`src/rtl/my_cpu_trap_pc.sv`:
```
// PC register and machine-mode trap sequencer (RUN/HANDLER/LOCKUP).
// Optional trap counter output enabled by defining TRAP_COUNTER_EN.
module my_cpu_trap_pc #(
  parameter logic [31:0] RESET_PC   = 32'h0000_0000,
  parameter logic [31:0] MTVEC_BASE = 32'h0000_0004
) (
  input  logic        clk,
  input  logic        rst,
  input  logic        en,
  input  logic [1:0]  IntCause,
  input  logic        MRet,
  input  logic [31:0] pc_cur,
  input  logic [31:0] pc_next,
  output logic [31:0] pc_out,
  output logic [31:0] mepc,
  output logic [31:0] mcause,
  output logic        mie,
  output logic        in_handler,
  output logic        trap_taken,
  output logic        ext_ack,
`ifdef TRAP_COUNTER_EN
  output logic [31:0] trap_count,
`endif
  output logic        lockup
);

  typedef enum logic [1:0] {
    RUN     = 2'd0,
    HANDLER = 2'd1,
    LOCKUP  = 2'd2
  } state_e;

  state_e      state_q, state_d;
  logic [31:0] pc_q, pc_d;
  logic [31:0] mepc_q, mepc_d;
  logic [31:0] mcause_q, mcause_d;
  logic        mie_q, mie_d;
  logic        trap_q, trap_d;
  logic        ext_q, ext_d;
  logic        take;
  logic        dbl;
  logic [1:0]  code;
  logic        sync_c;

  assign sync_c = (IntCause == 2'd1) || (IntCause == 2'd2);

  // Next-state decode: trap entry, mret return, double fault, fetch advance
  always_comb begin
    state_d  = state_q;
    pc_d     = pc_q;
    mepc_d   = mepc_q;
    mcause_d = mcause_q;
    mie_d    = mie_q;
    trap_d   = 1'b0;
    ext_d    = 1'b0;
    take     = 1'b0;
    dbl      = 1'b0;
    code     = 2'd0;
    if (en && state_q != LOCKUP) begin
      pc_d = pc_next;
      if (state_q == RUN) begin
        if (sync_c) begin
          take     = 1'b1;
          code     = IntCause;
          mepc_d   = pc_cur;
          mcause_d = (IntCause == 2'd1) ? 32'd2 : 32'd11;
        end else if (IntCause == 2'd3) begin
          if (mie_q) begin
            take     = 1'b1;
            code     = 2'd3;
            mepc_d   = pc_next;
            mcause_d = 32'h8000_000B;
            ext_d    = 1'b1;
          end
        end else if (MRet) begin
          take     = 1'b1;
          code     = 2'd1;
          mepc_d   = pc_cur;
          mcause_d = 32'd2;
        end
      end else begin
        if (sync_c) begin
          dbl     = 1'b1;
          state_d = LOCKUP;
          pc_d    = pc_q;
        end else if (MRet) begin
          pc_d    = mepc_q;
          mie_d   = 1'b1;
          state_d = RUN;
        end
      end
      if (take) begin
        pc_d    = MTVEC_BASE + {28'd0, code, 2'b00};
        mie_d   = 1'b0;
        trap_d  = 1'b1;
        state_d = HANDLER;
      end
    end
  end

  // State and architectural registers, synchronous active-low reset
  always_ff @(posedge clk) begin
    if (!rst) begin
      state_q  <= RUN;
      pc_q     <= RESET_PC;
      mepc_q   <= 32'd0;
      mcause_q <= 32'd0;
      mie_q    <= 1'b1;
      trap_q   <= 1'b0;
      ext_q    <= 1'b0;
    end else begin
      state_q  <= state_d;
      pc_q     <= pc_d;
      mepc_q   <= mepc_d;
      mcause_q <= mcause_d;
      mie_q    <= mie_d;
      trap_q   <= trap_d;
      ext_q    <= ext_d;
    end
  end

`ifdef TRAP_COUNTER_EN
  logic [31:0] cnt_q, cnt_d;

  // Saturating count of taken traps and double faults
  always_comb begin
    cnt_d = cnt_q;
    if ((take || dbl) && cnt_q != 32'hFFFF_FFFF)
      cnt_d = cnt_q + 32'd1;
  end

  // Counter register
  always_ff @(posedge clk) begin
    if (!rst) cnt_q <= 32'd0;
    else      cnt_q <= cnt_d;
  end

  assign trap_count = cnt_q;
`endif

  assign pc_out     = pc_q;
  assign mepc       = mepc_q;
  assign mcause     = mcause_q;
  assign mie        = mie_q;
  assign in_handler = (state_q == HANDLER);
  assign lockup     = (state_q == LOCKUP);
  assign trap_taken = trap_q;
  assign ext_ack    = ext_q;

endmodule

```
`config.mk`:
```
export PLATFORM = sky130hd
export DESIGN_NAME = my_cpu_trap_pc
export DESIGN_NICKNAME = d
export VERILOG_FILES = /design/src/rtl/my_cpu_trap_pc.sv
export SDC_FILE = /design/constraint.sdc
export NUM_CORES = 1
export LEC_CHECK = 0
export ABC_AREA = 1
export CORE_MARGIN = 3
export CORE_UTILIZATION = 40
export CTS_CLUSTER_DIAMETER = 150
export CTS_CLUSTER_SIZE = 24
export DETAILED_ROUTE_END_ITERATION = 16
export HOLD_SLACK_MARGIN = 0.1
export PLACE_DENSITY = 0.77
export REMOVE_ABC_BUFFERS = 1
export SLEW_MARGIN = 0
export SYNTH_ARGS = -nofsm -noshare
export SYNTH_HDL_FRONTEND = slang
export SYNTH_SLANG_ARGS = --single-unit
```
`constraint.sdc`:
```
create_clock -name clk -period 4.1 [get_ports clk]
set_input_delay 1.025 -clock clk [delete_from_list [all_inputs] [get_ports clk]]
set_output_delay 1.025 -clock clk [all_outputs]
set_load 0.01 [all_outputs]
```
## After elaboration in Yosys (flattened, before gate mapping)

Index checks and enable logic that the tools add are counted.

- Bits in registers: 101
- Latch bits: 0
- RAM bits: 0
- Bits in read-only memories: 0
- Logic and storage cells: 68
- Memories: 0

- Add/sub/neg operators: 1
- Multiply operators: 0
- Div/mod/pow operators: 0
- Magnitude comparators: 0
- Equality and inequality tests: 10
- Shift-type cells: 0
- Muxes and demuxes: 34
- Bitwise gates (word level): 4
- Reduce and logical (&&, ||, !) cells: 12

Operators by type and width:

| cell | count |
|---|---|
| two-way mux 32 bit | 12 |
| two-way mux 2 bit | 9 |
| two-way mux 1 bit | 12 |
| AND reduction 4 bit | 2 |
| equality test 2 bit (second input constant) | 3 |
| nonzero test 3 bit | 2 |
| adder 3 x 4 -> 5 bit (first input constant) | 1 |
| OR reduction 5 bit | 1 |
| equality test 2 x 1 -> 1 bit (second input constant) | 2 |
| two-way mux 4 bit | 1 |
| inequality test 2 x 1 -> 1 bit (second input constant) | 2 |
| NOT 1 bit | 4 |
| AND reduction 2 bit | 2 |
| inequality test 3 x 1 -> 1 bit (second input constant) | 1 |
| inequality test 3 bit (second input constant) | 1 |
| AND reduction 3 bit | 1 |
| zero test 2 bit | 1 |
| inequality test 2 bit (second input constant) | 1 |
| nonzero test 2 bit | 1 |
| logical AND 1 bit | 1 |
| logical OR 1 bit | 1 |

## Depth between registers and ports, before layout

- Word-level depth: 7
- Depth in mapped cells: 11

## Least setup slack after synthesis

OpenSTA, ideal clock, no wires.

- Kind: input-to-reg
- Start: in IntCause[0]
- End: reg pc_q[3] (netlist: pc_out[3])
- Setup time: 0.136 ns
- Arrival: 2.341 ns
- Slack: 1.623 ns
- Stages on the path: 10
- Cells stage by stage: inv_1 -> ha_1 -> nand3_1 -> nand2_1 -> a21oi_1 -> ha_1 -> nand4_1 -> nand2_1 -> nor2_1 -> nor2_1

- Cells in the longest elaborated chain, start to end: 7
- Elaborated cells between the ends (all ways): 16
- Classes of those cells: 1 x add/sub; 4 x eq/ne; 9 x mux; 2 x reduce/logical

RTL lines:

| what | RTL line | text |
|---|---|---|
| start, declared | 10 | `input logic [1:0] IntCause,` |
| equality test 2 bit (tied with other cells) | 67 | `end else if (IntCause == 2'd3) begin` |
| two-way mux 2 bit (tied with other cells) | 67 |  |
| two-way mux 2 bit or two-way mux 1 bit (tied branches) | 62 | `if (sync_c) begin` |
| two-way mux 2 bit or two-way mux 1 bit (tied branches) | 61 | `if (state_q == RUN) begin` |
| two-way mux 2 bit or two-way mux 1 bit (tied branches) | 59 | `if (en && state_q != LOCKUP) begin` |
| adder 3 x 4 -> 5 bit or inequality test 3 x 1 -> 1 bit (tied branches) | n/a |  |
| two-way mux 32 bit or AND reduction 2 bit (tied branches) | n/a |  |
| end signal, assigned | 113 | `pc_q <= pc_d;` |
| end, declared | 34 | `logic [31:0] pc_q, pc_d;` |

Parallel ways exist; a longest one is shown, timed or not. The select of a mux whose other input is x is not followed.
A chain may end at the register's enable or synchronous reset.

## Final worst setup path

- Start: in IntCause[0]
- End: reg pc_q[1] (netlist: pc_out[1])

- Cells in the longest elaborated chain, start to end: 7
- Elaborated cells between the ends (all ways): 11
- Classes of those cells: 4 x eq/ne; 5 x mux; 2 x reduce/logical

RTL lines:

| what | RTL line |
|---|---|
| equality test 2 bit (tied with other cells) | 67 |
| two-way mux 1 bit or logical OR 1 bit (tied branches) | 67, 45 |
| two-way mux 1 bit | 62 |
| two-way mux 1 bit | 61 |
| two-way mux 1 bit | 59 |
| inequality test 3 x 1 -> 1 bit (no source line) | n/a |
| AND reduction 2 bit (no source line) | n/a |

Parallel ways exist; a longest one is shown, timed or not. The select of a mux whose other input is x is not followed.

==> out/qor.txt <==
Via/cell ratio: 4.59
Via count: 3750
Setup-failing EPs final: 0
Largest net degree at the start of global routing: 62
Setup crit end: pc_out[1]$_SDFFE_PN0P_
# hold bufs at CTS: 0
Ys async rst share: 0%
Core Util, Final: 58.5%
Slowest stage delay, CP: 0.52 ns
Htree depth: 3
Share of cells above drive strength 1: 12.1%
Critical-path maximum fanout: 29
Avg Cell Area, Syn: 7.03 um^2
First-pass GRT wire length: 16.3 mm
CTS clk-pin slew, worst paths: 0.07 ns
Synth cell types: 29
Max-slew violation count: 0
Mapped Area: 3910 um^2
CP delay by family, top: buffers and inverters
Measured slew at the worst slew-check pin: 0.943 ns
Critical path origin: IntCause[0]
Worst path bufs/invs: 3
Hold Worst Slack: 0.462 ns
# rows: 35
Post-synth top area cell: dfxtp_1
Critical path depth: 9
Fillers: 876
Worst-Skew Late Latency: 0.33 ns
Final worst path period need: 2.93 ns
DRT Wirelength: 10.1 mm
Clock Tree Buf Depth: 2
Crit share post-route: 71.5%
Die Y-Extent: 105 um
Sequential fraction of design power: 39.9%
Root buffer cell: clkbuf_8
Slew headroom: 36.9%
GPL Wtd Cong: 0.887
Main synth FF type: dfxtp_1
RSZ-0062 raised after global routing: false
Setup_tns: 0 ns
Startpoint class of the critical path: primary input
N_diodes: 0
Worst Clk Skew: 0.00549 ns
Vias in the first global route: 3444
Gate Count Post-Synth: 556
Die X: 105 um
DRT antenna net count: 0
Seq/Total Area, Yosys: 36.9%
Post-synth EDFFs: 0
Pre-Repair DR Iteration Count: 4
Net Switching: 618 uW
Synth Register Bits: 72
Initial drt markers: 156
Comb power frac: 29.5%
Area growth, synth to finish: 40.3%
TritonCTS Sinks: 72
F_max: 341 MHz
Slowest cell on crit path: clkdlybuf4s50_1
CP Capture Type: flop
FF-to-FF path depth: 6
Max Cap Viol: 0
Reg-to-reg startpoint: state_q[0]$_SDFFE_PN0P_
Port bufs: 142
Sw Share: 30.4%
Total GRT Usage: 17.9%
Avg WL per Cell: 12.4 um
Total CTS buffers: 9
Drt drc: 0
CTS tree: yes
Post-CTS setup buffer count: 0
Hold Path Class: reg2reg
Total die area: 11000 um^2
P_leak: 2.35 nW
Initial antenna violation count: 0
Reg2reg end: pc_out[25]$_SDFFE_PN0P_
Core area: 9370 um^2
Top cell type's share of synthesized area: 36.9%
Initial Util: 41.7%
Resized cells post-CTS: 0
Pwr Density: 370 nW/um^2
Hpwl dp: 7.46 mm
CP required: 4.36 ns
Worst Path Arrival: 3.19 ns
Worst path most repeated cell: nand2_1
Clk pwr share: 30.6%
Io pins: 171
Largest cells by area after synthesis: dfxtp_1 (37%), nand2_1 (16%), mux2_2 (8.6%), nor2_1 (7.6%), buf_4 (5.6%)
Global route overflow: 0
Final nets: 757
Internal cell power: 1.41 mW
Final Hold Viols: 0
Worst path cell trace: clkdlybuf4s50_1 > inv_1 > ha_1 > nand3_1 > nand2_1 > nand2_4 > inv_2 > nand2_1 > a21oi_1
VDD IR max: 252 uV
Crit path kind: in2reg
Outcome: completed
Yosys warns: 0
Reg-to-reg setup timing slack: 2.05 ns
[power groups by stage]
stage	combinational (mW)	clock [mW]	sequential, mW
4_1_cts	0.605	0.639	0.811
5_1_grt	0.664	0.665	0.818
3_3_place_gp	0.587	0	0.823
3_5_place_dp	0.602	0	0.826
6_report	0.599	0.621	0.810
2_1_floorplan	0.284	0	0.853
[cells in the final DEF (no fill, tap or decap)]
| cell | synthesis | layout |
|---|---|---|
| inv_2 | 2 | 2 |
| bufinv_16 | 0 | 2 |
| nand2_1 | 163 | 163 |
| inv_4 | 1 | 1 |
| nand2_2 | 11 | 11 |
| buf_4 | 29 | 6 |
| nor2_8 | 1 | 1 |
| nand3_1 | 5 | 5 |
| a21oi_1 | 28 | 28 |
| clkinv_2 | 0 | 1 |
| clkbuf_1 | 11 | 1 |
| clkdlybuf4s50_1 | 0 | 142 |
| nor2_1 | 79 | 79 |
| nand2_4 | 1 | 1 |
| clkbuf_8 | 0 | 10 |
| o21ai_2 | 2 | 2 |
| o21ai_0 | 38 | 38 |
| nand3_2 | 1 | 1 |
| a21oi_2 | 11 | 11 |
| dfxtp_1 | 72 | 72 |
| inv_1 | 40 | 40 |
| nor3_1 | 1 | 1 |
| nor2_2 | 1 | 1 |
| nor2_4 | 1 | 1 |
| o211ai_1 | 2 | 2 |
| conb_1 | 1 | 28 |
| clkinvlp_4 | 0 | 2 |
| ha_1 | 4 | 4 |
| nand4_1 | 2 | 2 |
| mux2_2 | 30 | 30 |
[cell families (layout without fill, tap and decap cells)]
group                      count (synthesis)  count (layout)  synth area share, %
other                                      1              28               0.0959
buffers and inverters                    102             207                 13.8
and+or+nand+nor                          266             266                 27.6
AOI/OAI and AO/OA                         81              81                 11.7
muxes                                     30              30                 8.64
adders and majority gates                  4               4                 1.28
DFF                                       72              72                 36.9
[worst reg2reg max path: cells and delay by family (launching register included)]
family | cells | cell delay (ns)
flops | 1 | 0.51
simple gates | 3 | 0.69
buf+inv | 1 | 0.10
compound gates | 2 | 0.67
[routing by layer]
layer,vias to the layer above,GRT usage (%),wire (um)
li1,1936,-,-
met5,-,0,0
met2,135,29.9,4900
met3,15,6.11,857
met1,1664,21.5,4200
met4,0,6.09,158
[worst min path at each step]
stage | startpoint | slack, ns | to | cells after the start
6_report | mcause[31]$_SDFFE_PN0P_ | 0.46 | mcause[31]$_SDFFE_PN0P_ | 2
5_1_grt | pc_out[27]$_SDFFE_PN0P_ | 0.50 | pc_out[27]$_SDFFE_PN0P_ | 2
4_1_cts | mcause[31]$_SDFFE_PN0P_ | 0.47 | mcause[31]$_SDFFE_PN0P_ | 2
3_5_place_dp | mcause[31]$_SDFFE_PN0P_ | 0.45 | mcause[31]$_SDFFE_PN0P_ | 2
3_3_place_gp | pc_out[13]$_SDFFE_PN0P_ | 0.45 | pc_out[13]$_SDFFE_PN0P_ | 2
2_1_floorplan | mcause[31]$_SDFFE_PN0P_ | 0.49 | mcause[31]$_SDFFE_PN0P_ | 2
[per-stage QoR]
step | instance area, um^2 | cells | power, mW | setup WS [ns]
after floorplan | 3640 | 524 | 1.14 | 1.30
after global placement | 5260 | 801 | 1.41 | 0.959
after detailed placement | 5260 | 801 | 1.43 | 0.802
after CTS | 5490 | 817 | 2.05 | 1.15
after global routing | 5490 | 817 | 2.15 | 0.920
final | 5490 | 817 | 2.03 | 1.17
[layout make-up]
| class | count | area (um^2) | area share, % |
|---|---|---|---|
| flip-flops and latches | 72 | 1440 | 26.3 |
| clock inverters | 5 | 80.1 | 1.46 |
| multi-input cells | 409 | 2030 | 37.0 |
| inverters | 43 | 164 | 2.99 |
| repair buffers | 148 | 1470 | 26.7 |
| clock buffers | 11 | 141 | 2.58 |
| well taps | 129 | 161 | 2.94 |
[registers in the layout, summed over array words and instances (netlist names)]
signal and flops:
ext_ack 1, mcause 3, mepc 32, mie 1
pc_out 32, state_q 2, trap_taken 1
[cell usage after synthesis, types with 5 or more instances]
cell and count:
nand3_1 5, a21oi_2 11, mux2_2 30, buf_4 29, a21oi_1 28, nand2_1 163
inv_1 40, buf_2 16, clkbuf_1 11, o21ai_0 38, dfxtp_1 72, nand2_2 11
nor2_1 79
No activity file was read; power rests on OpenSTA's default activity.
